### src/rtl/red_pitaya_iq_phase_stepper.sv
// rtl/red_pitaya_iq_phase_stepper.sv - programmable phase-offset sweeper feeding the IQ block shift_input
module red_pitaya_iq_phase_stepper #(
  parameter int PHASEBITS = 14,
  parameter int DWELLBITS = 32
) (
  input  logic                 clk_i,
  input  logic                 rst_i,
  input  logic                 sync_i,
  input  logic [15:0]          addr,
  input  logic                 wen,
  input  logic                 ren,
  input  logic [31:0]          wdata,
  output logic                 ack,
  output logic [31:0]          rdata,
  output logic [PHASEBITS-1:0] shift_o,
  output logic                 step_o,
  output logic                 done_o
);

  typedef enum logic [1:0] {
    ST_IDLE = 2'd0,
    ST_UP   = 2'd1,
    ST_DOWN = 2'd2,
    ST_DONE = 2'd3
  } state_t;

  state_t               state, state_d;
  logic                 ctrl_en, ctrl_mode, ctrl_single;
  logic [PHASEBITS-1:0] start_r, stop_r, step_r;
  logic [PHASEBITS-1:0] shift_r, shift_d;
  logic [DWELLBITS-1:0] dwell_r, dwell_cnt, dwell_cnt_d;
  logic [31:0]          sweep_count, sweep_count_d;

  logic                 ctrl_wr, restart_wr, disable_wr, restart;
  logic                 expire, degenerate;
  logic [PHASEBITS-1:0] step_eff;
  logic [PHASEBITS:0]   up_sum, dn_diff, turn_diff, rise_sum;
  logic [PHASEBITS-1:0] up_next, dn_next, turn_next, rise_next;

  // A disable write must beat a coincident sync pulse, so sync only restarts when no disable is pending.
  assign ctrl_wr    = wen && (addr == 16'h0100);
  assign restart_wr = ctrl_wr && wdata[0];
  assign disable_wr = ctrl_wr && !wdata[0];
  assign restart    = restart_wr || (sync_i && ctrl_en && !disable_wr);

  assign expire     = (dwell_cnt == '0);
  assign degenerate = (start_r >= stop_r);
  assign step_eff   = (step_r == '0) ? PHASEBITS'(1) : step_r;

  // All arithmetic is one bit wider so clamping happens before any modular wrap.
  assign up_sum    = {1'b0, shift_r} + {1'b0, step_eff};
  assign up_next   = (up_sum > {1'b0, stop_r}) ? stop_r : up_sum[PHASEBITS-1:0];
  assign dn_diff   = {1'b0, shift_r} - {1'b0, step_eff};
  assign dn_next   = (dn_diff[PHASEBITS] || (dn_diff[PHASEBITS-1:0] < start_r)) ? start_r : dn_diff[PHASEBITS-1:0];
  assign turn_diff = {1'b0, stop_r} - {1'b0, step_eff};
  assign turn_next = (turn_diff[PHASEBITS] || (turn_diff[PHASEBITS-1:0] < start_r)) ? start_r : turn_diff[PHASEBITS-1:0];
  assign rise_sum  = {1'b0, start_r} + {1'b0, step_eff};
  assign rise_next = (rise_sum > {1'b0, stop_r}) ? stop_r : rise_sum[PHASEBITS-1:0];

  // Configuration registers written from the PS bus.
  always_ff @(posedge clk_i or posedge rst_i) begin
    if (rst_i) begin
      ctrl_en     <= 1'b0;
      ctrl_mode   <= 1'b0;
      ctrl_single <= 1'b0;
      start_r     <= '0;
      stop_r      <= '0;
      step_r      <= '0;
      dwell_r     <= '0;
    end else if (wen) begin
      case (addr)
        16'h0100: begin
          ctrl_en     <= wdata[0];
          ctrl_mode   <= wdata[1];
          ctrl_single <= wdata[2];
        end
        16'h0104: start_r <= wdata[PHASEBITS-1:0];
        16'h0108: stop_r  <= wdata[PHASEBITS-1:0];
        16'h010C: step_r  <= wdata[PHASEBITS-1:0];
        16'h0110: dwell_r <= wdata[DWELLBITS-1:0];
        default: ;
      endcase
    end
  end

  // Sweep state register; step_o marks cycles where the registered phase actually moved.
  always_ff @(posedge clk_i or posedge rst_i) begin
    if (rst_i) begin
      state       <= ST_IDLE;
      shift_r     <= '0;
      dwell_cnt   <= '0;
      sweep_count <= '0;
      step_o      <= 1'b0;
    end else begin
      state       <= state_d;
      shift_r     <= shift_d;
      dwell_cnt   <= dwell_cnt_d;
      sweep_count <= sweep_count_d;
      step_o      <= (shift_d != shift_r);
    end
  end

  // Next-state logic: disable, then restart, then dwell expiry in priority order.
  always_comb begin
    state_d       = state;
    shift_d       = shift_r;
    dwell_cnt_d   = dwell_cnt;
    sweep_count_d = sweep_count;
    if (disable_wr) begin
      state_d = ST_IDLE;
      shift_d = start_r;
    end else if (restart) begin
      state_d       = ST_UP;
      shift_d       = start_r;
      dwell_cnt_d   = dwell_r;
      sweep_count_d = '0;
    end else begin
      case (state)
        ST_IDLE: shift_d = start_r;
        ST_UP, ST_DOWN: begin
          if (!expire) begin
            dwell_cnt_d = dwell_cnt - DWELLBITS'(1);
          end else begin
            dwell_cnt_d = dwell_r;
            if (degenerate) begin
              sweep_count_d = sweep_count + 32'd1;
              shift_d       = start_r;
              if (ctrl_single) state_d = ST_DONE;
            end else if (state == ST_UP) begin
              if (shift_r < stop_r) begin
                shift_d = up_next;
              end else if (!ctrl_mode) begin
                sweep_count_d = sweep_count + 32'd1;
                if (ctrl_single) state_d = ST_DONE;
                else             shift_d = start_r;
              end else begin
                state_d = ST_DOWN;
                shift_d = turn_next;
              end
            end else begin
              if (shift_r > start_r) begin
                shift_d = dn_next;
              end else begin
                sweep_count_d = sweep_count + 32'd1;
                if (ctrl_single) begin
                  state_d = ST_DONE;
                end else begin
                  state_d = ST_UP;
                  shift_d = rise_next;
                end
              end
            end
          end
        end
        default: ;
      endcase
    end
  end

  // Bus read-back and one-cycle acknowledge.
  always_ff @(posedge clk_i or posedge rst_i) begin
    if (rst_i) begin
      ack   <= 1'b0;
      rdata <= '0;
    end else begin
      ack <= wen | ren;
      if (ren) begin
        case (addr)
          16'h0100: rdata <= {29'd0, ctrl_single, ctrl_mode, ctrl_en};
          16'h0104: rdata <= 32'(start_r);
          16'h0108: rdata <= 32'(stop_r);
          16'h010C: rdata <= 32'(step_r);
          16'h0110: rdata <= 32'(dwell_r);
          16'h0114: rdata <= 32'(shift_r) | (32'(state) << 16);
          16'h0118: rdata <= sweep_count;
          default:  rdata <= '0;
        endcase
      end
    end
  end

  assign shift_o = shift_r;
  assign done_o  = (state == ST_DONE);

endmodule

### config.mk
export PLATFORM = sky130hd
export DESIGN_NAME = red_pitaya_iq_phase_stepper
export DESIGN_NICKNAME = d
export VERILOG_FILES = /design/src/rtl/red_pitaya_iq_phase_stepper.sv
export SDC_FILE = /design/constraint.sdc
export NUM_CORES = 1
export LEC_CHECK = 0
export ABC_AREA = 1
export ABC_CLOCK_PERIOD_IN_PS = 9420
export CAP_MARGIN = 20
export CORE_AREA = 8 8 173 175
export CTS_BUF_LIST = sky130_fd_sc_hd__clkbuf_8 sky130_fd_sc_hd__clkbuf_16
export DETAILED_ROUTE_END_ITERATION = 16
export DIE_AREA = 0 0 181 183
export PLACE_DENSITY_LB_ADDON = 0.1
export SYNTH_ARGS = -nofsm -noshare
export SYNTH_HDL_FRONTEND = slang
export SYNTH_SLANG_ARGS = --single-unit
### constraint.sdc
create_clock -name clk_i -period 9.42 [get_ports clk_i]
set_input_delay 2.826 -clock clk_i [delete_from_list [all_inputs] [get_ports clk_i]]
set_output_delay 2.826 -clock clk_i [all_outputs]
set_load 0.005 [all_outputs]
# Word level (Yosys, flattened, before mapping)

Cells that the tools add are included.

Muxes and demuxes: 39
Bitwise gates (word level): 3
Equal/unequal tests: 16
Magnitude comparators: 7
Add/sub/neg operators: 6
Reductions and logical operators: 26

Operators by type and width:

| kind                                               | number |
|---|---|
| 2-to-1 mux 32 bit                                  | 11 |
| one-hot mux 32 bit (7 select lines)                | 1 |
| 2-to-1 mux 14 bit                                  | 15 |
| == test 16 x 9 -> 1 bit, second input constant     | 7 |
| less-than comparator 14 bit                        | 3 |
| adder 32 x 1 -> 32 bit, second input constant      | 1 |
| zero test 32 bit                                   | 1 |
| subtractor 32 x 1 -> 32 bit, second input constant | 1 |
| adder 14 x 14 -> 15 bit                            | 2 |
| > comparator 15 x 14 -> 1 bit                      | 2 |
| subtractor 14 x 14 -> 15 bit                       | 2 |
| one-hot mux 14 bit (2 select lines)                | 1 |
| 2-to-1 mux 2 bit                                   | 11 |
| OR 14 x 18 -> 18 bit                               | 1 |
| greater-or-equal comparator 14 bit                 | 1 |
| > comparator 14 bit                                | 1 |
| zero test 14 bit                                   | 1 |
| inequality test 14 bit                             | 1 |
| inequality test 4 bit, second input constant       | 3 |
| AND reduction 2 bit                                | 6 |
| inequality test 5 bit, second input constant       | 2 |
| AND reduction 6 bit                                | 1 |
| nonzero test 3 bit                                 | 2 |
| logical AND 1 bit                                  | 5 |
| other kinds (10)                                   | 15 |

Output and inout port bits: 49
Flip-flop bits (word level): 191
Logic and storage cells: 111
Bits of input ports: 53

# Depth between registers and ports, before layout

Depth after elaboration: 15
Depth in mapped cells: 41
Depth with buffers taken out: 40

# Worst setup path after synthesis

OpenSTA, ideal clock, no wires.

Kind: in2reg
From: in addr[7]
To: reg sweep_count[20]
Setup time: 122 ps
Stages on the path: 16
Arrival time: 4868 ps
Buffers on the path: 0
Path slack: 4430 ps
Data required time: 9298 ps
Cells stage by stage: nor2_1 inv_1 nor3_1 nand4_1 inv_1 nand2_1 nand2_1 o21ai_1 a21oi_1 nand4_2 nand2_4 nand4_1 nor2_1 nand3_1 o21ai_1 a21oi_1

Word-level cells in the longest chain between the ends: 8
Elaborated cells between the ends (all ways): 15
Those cells by class: eq/ne: 4; mux: 1; bitwise: 1; reduce/logical: 9

Ends and longest elaborated chain:

| item                                                                         | RTL line | text |
|---|---|---|
| from (decl)                                                                  | 9        | `input logic [15:0] addr,` |
| == test 16 x 9 -> 1 bit *                                                    | 41       | `assign ctrl_wr = wen && (addr == 16'h0100);` |
| logical AND 1 bit *                                                          | 41       |  |
| logical AND 1 bit                                                            | 43       | `assign disable_wr = ctrl_wr && !wdata[0];` |
| zero test 1 bit                                                              | 44       | `assign restart = restart_wr \|\| (sync_i && ctrl_en && !disable_wr);` |
| logical AND 1 bit                                                            | 44       |  |
| logical OR 1 bit                                                             | 44       |  |
| inequality test 4 bit (no source line) or nonzero test 2 bit (tied branches) | -        |  |
| AND reduction 6 bit (no source line)                                         | -        |  |
| to (signal assigned)                                                         | 98       | `sweep_count <= sweep_count_d;` |
| to (decl)                                                                    | 32       | `logic [31:0] sweep_count, sweep_count_d;` |

Mark *: on every way between the ends. The rest lies on a longest branch, timed or not.
A chain may end at the register's enable or synchronous reset.

# Worst setup path after layout

From: reg step_r[1]
To: reg step_o

Word-level cells in the longest chain between the ends: 15
Elaborated cells between the ends (all ways): 27
Those cells by class: add/sub: 4; order compare: 4; eq/ne: 1; mux: 15; reduce/logical: 3

Ends and longest elaborated chain:

| item                                  | RTL line | text |
|---|---|---|
| from (decl)                           | 29       | `logic [PHASEBITS-1:0] start_r, stop_r, step_r;` |
| from (signal assigned)                | 79       | `16'h010C: step_r <= wdata[PHASEBITS-1:0];` |
| zero test 14 bit                      | 48       | `assign step_eff = (step_r == '0) ? PHASEBITS'(1) : step_r;` |
| 2-to-1 mux 14 bit *                   | 48       |  |
| subtractor 14 x 14 -> 15 bit          | 55       | `assign turn_diff = {1'b0, stop_r} - {1'b0, step_eff};` |
| less-than comparator 14 bit           | 56       | `assign turn_next = (turn_diff[PHASEBITS] \|\| (turn_diff[PHASEBITS-1:0] < start_r)) ? start_r : turn_diff[PHASEB ...` |
| logical OR 1 bit                      | 56       |  |
| 2-to-1 mux 14 bit                     | 56       |  |
| 2-to-1 mux 14 bit                     | 132      | `end else if (!ctrl_mode) begin` |
| 2-to-1 mux 14 bit                     | 130      | `if (shift_r < stop_r) begin` |
| 2-to-1 mux 14 bit *                   | 129      | `end else if (state == ST_UP) begin` |
| 2-to-1 mux 14 bit *                   | 125      | `if (degenerate) begin` |
| 2-to-1 mux 14 bit *                   | 121      | `if (!expire) begin` |
| one-hot mux 14 bit (2 select lines) * | 118      | `case (state)` |
| 2-to-1 mux 14 bit *                   | 112      | `end else if (restart) begin` |
| 2-to-1 mux 14 bit *                   | 109      | `if (disable_wr) begin` |
| named net shift_d[9]                  | 30       | `logic [PHASEBITS-1:0] shift_r, shift_d;` |
| inequality test 14 bit *              | 99       | `step_o <= (shift_d != shift_r);` |
| to (signal assigned)                  | 99       |  |
| to (decl)                             | 16       | `output logic step_o,` |

The timed path passes the listed nets; every way through them passes the cells marked *.

==> flow_metrics.py <==
metrics = {
    "final_layout": {
        "diodes": 0,
        "final_common_cell": "nand2_1",
        "final_nets": 2683,
        "drive_gt1_share_pct": 3.83,
        "ff_latch_area_um2": 4780,
        "multi_input_area_um2": 10300,
        "stdcell_count": 2824,
        "area_delta_synth_final_pct": 11.0,
        "final_cell_mix": "nand2_1 (609), inv_1 (313), a21oi_1 (227), o21ai_0 (209), dfrtp_1 (191)",
        "fill_cells": 2268,
    },
    "placed_design": {
        "numPortBuffers": 101,
        "dpl.cell_count": 2789,
        "place.gp.congestion": 1.06,
        "hpwlAfterDp_um": 50500,
    },
    "routing": {
        "firstDrtPassIters": 7,
        "antenna_left": 0,
        "num_vias": 18100,
        "drtIter0Drc": 2394,
        "routed_wl_um": 66600,
        "drc": 0,
        "wl_per_cell_um": 23.6,
        "vias_per_cell": 6.42,
    },
    "global_routing": {
        "track_usage_pct": 39.3,
        "grt_pass1_vias": 17200,
        "grt-ovfl-total": 0,
        "grt_max_degree": 115,
        "antenna_found_initial": 0,
        "grt_pass1_wl_um": 99900,
    },
    "logic_synthesis": {
        "synth-async-reset-ratio_pct": 100,
        "synth_compound_area_share_pct": 19.3,
        "synth_cells": 2428,
        "yosys.area.top_type": "dfrtp_1",
        "synth_xor_area_share_pct": 3.11,
        "yosys_warnings": 0,
        "synth_cell_types": 55,
        "synthTopCellsByArea": "dfrtp_1 (29%), nand2_1 (14%), ha_1 (12%), inv_1 (7.1%), a21oi_1 (6.8%)",
        "synth_ff_type": "dfrtp_1",
        "synth_mux_area_share_pct": 1.22,
        "ys_seq_area_share_pct": 28.7,
        "synth_area_um2": 16600,
        "yosys.area_share.simple_pct": 25.7,
        "synth-adder-area-share_pct": 12.6,
        "ys_ff_latch": 191,
        "synth_top_family_by_area": "simple AND/OR/NAND/NOR gates",
        "synth_fp_nets": 2646,
        "synth_edf_count": 0,
        "avgSynthCellArea_um2": 6.85,
        "synth_top_cell_area_share_pct": 28.7,
    },
    "clock_tree": {
        "cts.htree.levels": 4,
        "cts_tree": "built",
        "post_cts.repair.setup_buffers": 0,
        "clock-sinks": 191,
        "cts_max_path_buffers": 2,
        "clock_latency_ns": 0.47,
        "cts_hold_buf": 0,
        "clk_pin_slew_ns": 0.08,
        "clockRootBuffer": "clkbuf_16",
        "cts_resized": 0,
        "numCtsBuffers": 17,
    },
    "worst_setup_path": {
        "cp_slowest_stage_delay_ns": 0.81,
        "crit_arrival_ns": 7.10,
        "slowest_stage": "o41ai_2",
        "cp-start-kind": "flip-flop",
        "cp-end-kind": "flip-flop",
        "cp_common_cell": "nand2_1",
        "rr_startpoint": "step_r[1]$_DFFE_PP0P_",
        "cp.depth": 37,
        "reg2reg_depth": 37,
        "critPathTopFamily": "simple AND/OR/NAND/NOR gates",
        "r2r_end": "step_o$_DFF_PP0_",
        "worst-path-buf-inv": 4,
        "critical_path_class": "reg -> reg",
        "r2r_slack_ns": 2.67,
        "worstPathRequired_ns": 9.77,
        "cp_max_fo": 15,
    },
    "flow_run": {
        "max_cap_violations": 0,
    },
    "min_path": {
        "whs_path_depth": 1,
        "min_from": "sweep_count[31]$_DFFE_PP0P_",
        "hp-class": "reg -> reg",
        "hold_path_end": "sweep_count[31]$_DFFE_PP0P_",
    },
    "run_status": {
        "status": "finished, final reports clean",
    },
    "sta": {
        "fin_skew_ns": 0.0196,
        "fmax_mhz": 148,
        "hold_viol": 0,
        "finalCritPeriodShare_pct": 71.6,
        "report.final.slew_viol_count": 0,
        "finalSetupTns_ns": 0,
        "setup_viol": 0,
        "maxSlewHeadroom_pct": 27.8,
        "tightest_slew_ns": 1.08,
        "rsz0062_at_grt": "no",
        "min_period_ns": 6.75,
    },
    "floorplanning": {
        "start_util_pct": 60.9,
        "dieHeight_um": 183,
        "io_pins": 102,
        "rows": 61,
        "die_w_um": 181,
        "coreArea_um2": 27300,
        "die-area_um2": 33100,
    },
    "pwr": {
        "ir_drop_mv": 0.118,
        "p_per_area_nw_per_um2": 94.6,
        "power.leakage_nw": 9.26,
    },
}
-- worst max-delay path by stage --
stage / startpoint / endpoint
detailed placement: addr[13] / step_o$_DFF_PP0_
floorplan: rst_i / ack$_DFF_PP0_
global route: step_r[1]$_DFFE_PP0P_ / step_o$_DFF_PP0_
global placement: addr[13] / dwell_cnt[9]$_DFFE_PP0P_
CTS: step_r[1]$_DFFE_PP0P_ / step_o$_DFF_PP0_
finish: step_r[1]$_DFFE_PP0P_ / step_o$_DFF_PP0_
-- worst register-to-register path, delay by kind of cell, from the launching register on --
kind | cells | cell delay, ns
xor gates and xnor gates | 1 | 0.30
adders and majority gates | 3 | 1.06
DFF | 1 | 0.54
buffers and inverters | 4 | 0.66
and+or+nand+nor | 27 | 3.03
AOI/OAI and AO/OA | 2 | 1.06
-- area by class of cell --
| cell class | count | share of cell area (%) |
|---|---|---|
| clock buffer | 19 | 2.45 |
| clock inverter | 13 | 0.759 |
| inverter | 315 | 6.45 |
| multi-input combinational | 1828 | 55.9 |
| sequential | 191 | 25.9 |
| tap | 346 | 2.35 |
| timing repair buffer | 112 | 6.22 |
-- cell families (layout without fill, tap and decap cells) --
| group | after synthesis | count (layout) |
|---|---|---|
| muxes | 18 | 18 |
| and+or+nand+nor | 1005 | 1005 |
| xor gates and xnor gates | 59 | 59 |
| buffers and inverters | 409 | 459 |
| DFF | 191 | 191 |
| AOI/OAI and AO/OA | 581 | 581 |
| adders and majority gates | 165 | 165 |
-- layer usage --
metal  up-vias  GRT usage [%]  share of wire (%)
li1       8181              -                  -
met1      8393           46.7                 36
met2      1200           62.8                 44
met3       355           7.50                 10
met4         0           30.4                8.9
met5         -              0                  0
-- per-stage QoR --
stage | power, mW | util [%] | setup slack, ns | instance area (µm²) | hold slack [ns]
finish | 1.75 | 67.5 | 2.67 | 18500 | 0.466
global route | 1.79 | 67.5 | 2.20 | 18500 | 0.502
CTS | 1.74 | 67.3 | 2.86 | 18400 | 0.468
detailed placement | 1.01 | 65.1 | 2.42 | 17800 | 0.458
global placement | 1.00 | 65.0 | 2.48 | 17800 | 0.457
floorplan | 0.958 | - | 1.40 | 16600 | 0.433
-- where the power goes --
group	internal, mW	switching [mW]
registers	0.839	0.0157
clock network	0.405	0.338
logic	0.0565	0.0913
total	1.30	0.445
-- cell usage after synthesis (4+ instances only) --
cell and n:
a21o_1 6, a21oi_1 227, a221oi_1 4, a31oi_1 8
buf_2 7, clkbuf_1 83, dfrtp_1 191, fa_1 4
ha_1 161, inv_1 313, mux2_2 18, nand2_1 610
nand3_1 136, nand4_1 29, nand4_2 4, nor2_1 159
nor3_1 22, nor3_2 8, nor4_1 13, o211ai_1 17
o21a_1 10, o21ai_0 209, o21ai_1 5, o21bai_1 5
o22ai_1 58, o31ai_1 12, xnor2_1 8, xor2_1 51
-- sequential cells by signal (all words and copies together) (netlist names), 14 cells and up --
register	flops
stop_r	14
dwell_cnt	32
shift_o	14
start_r	14
sweep_count	32
step_r	14
rdata	32
dwell_r	32
Note: power is estimated with default switching activity, not from simulation.
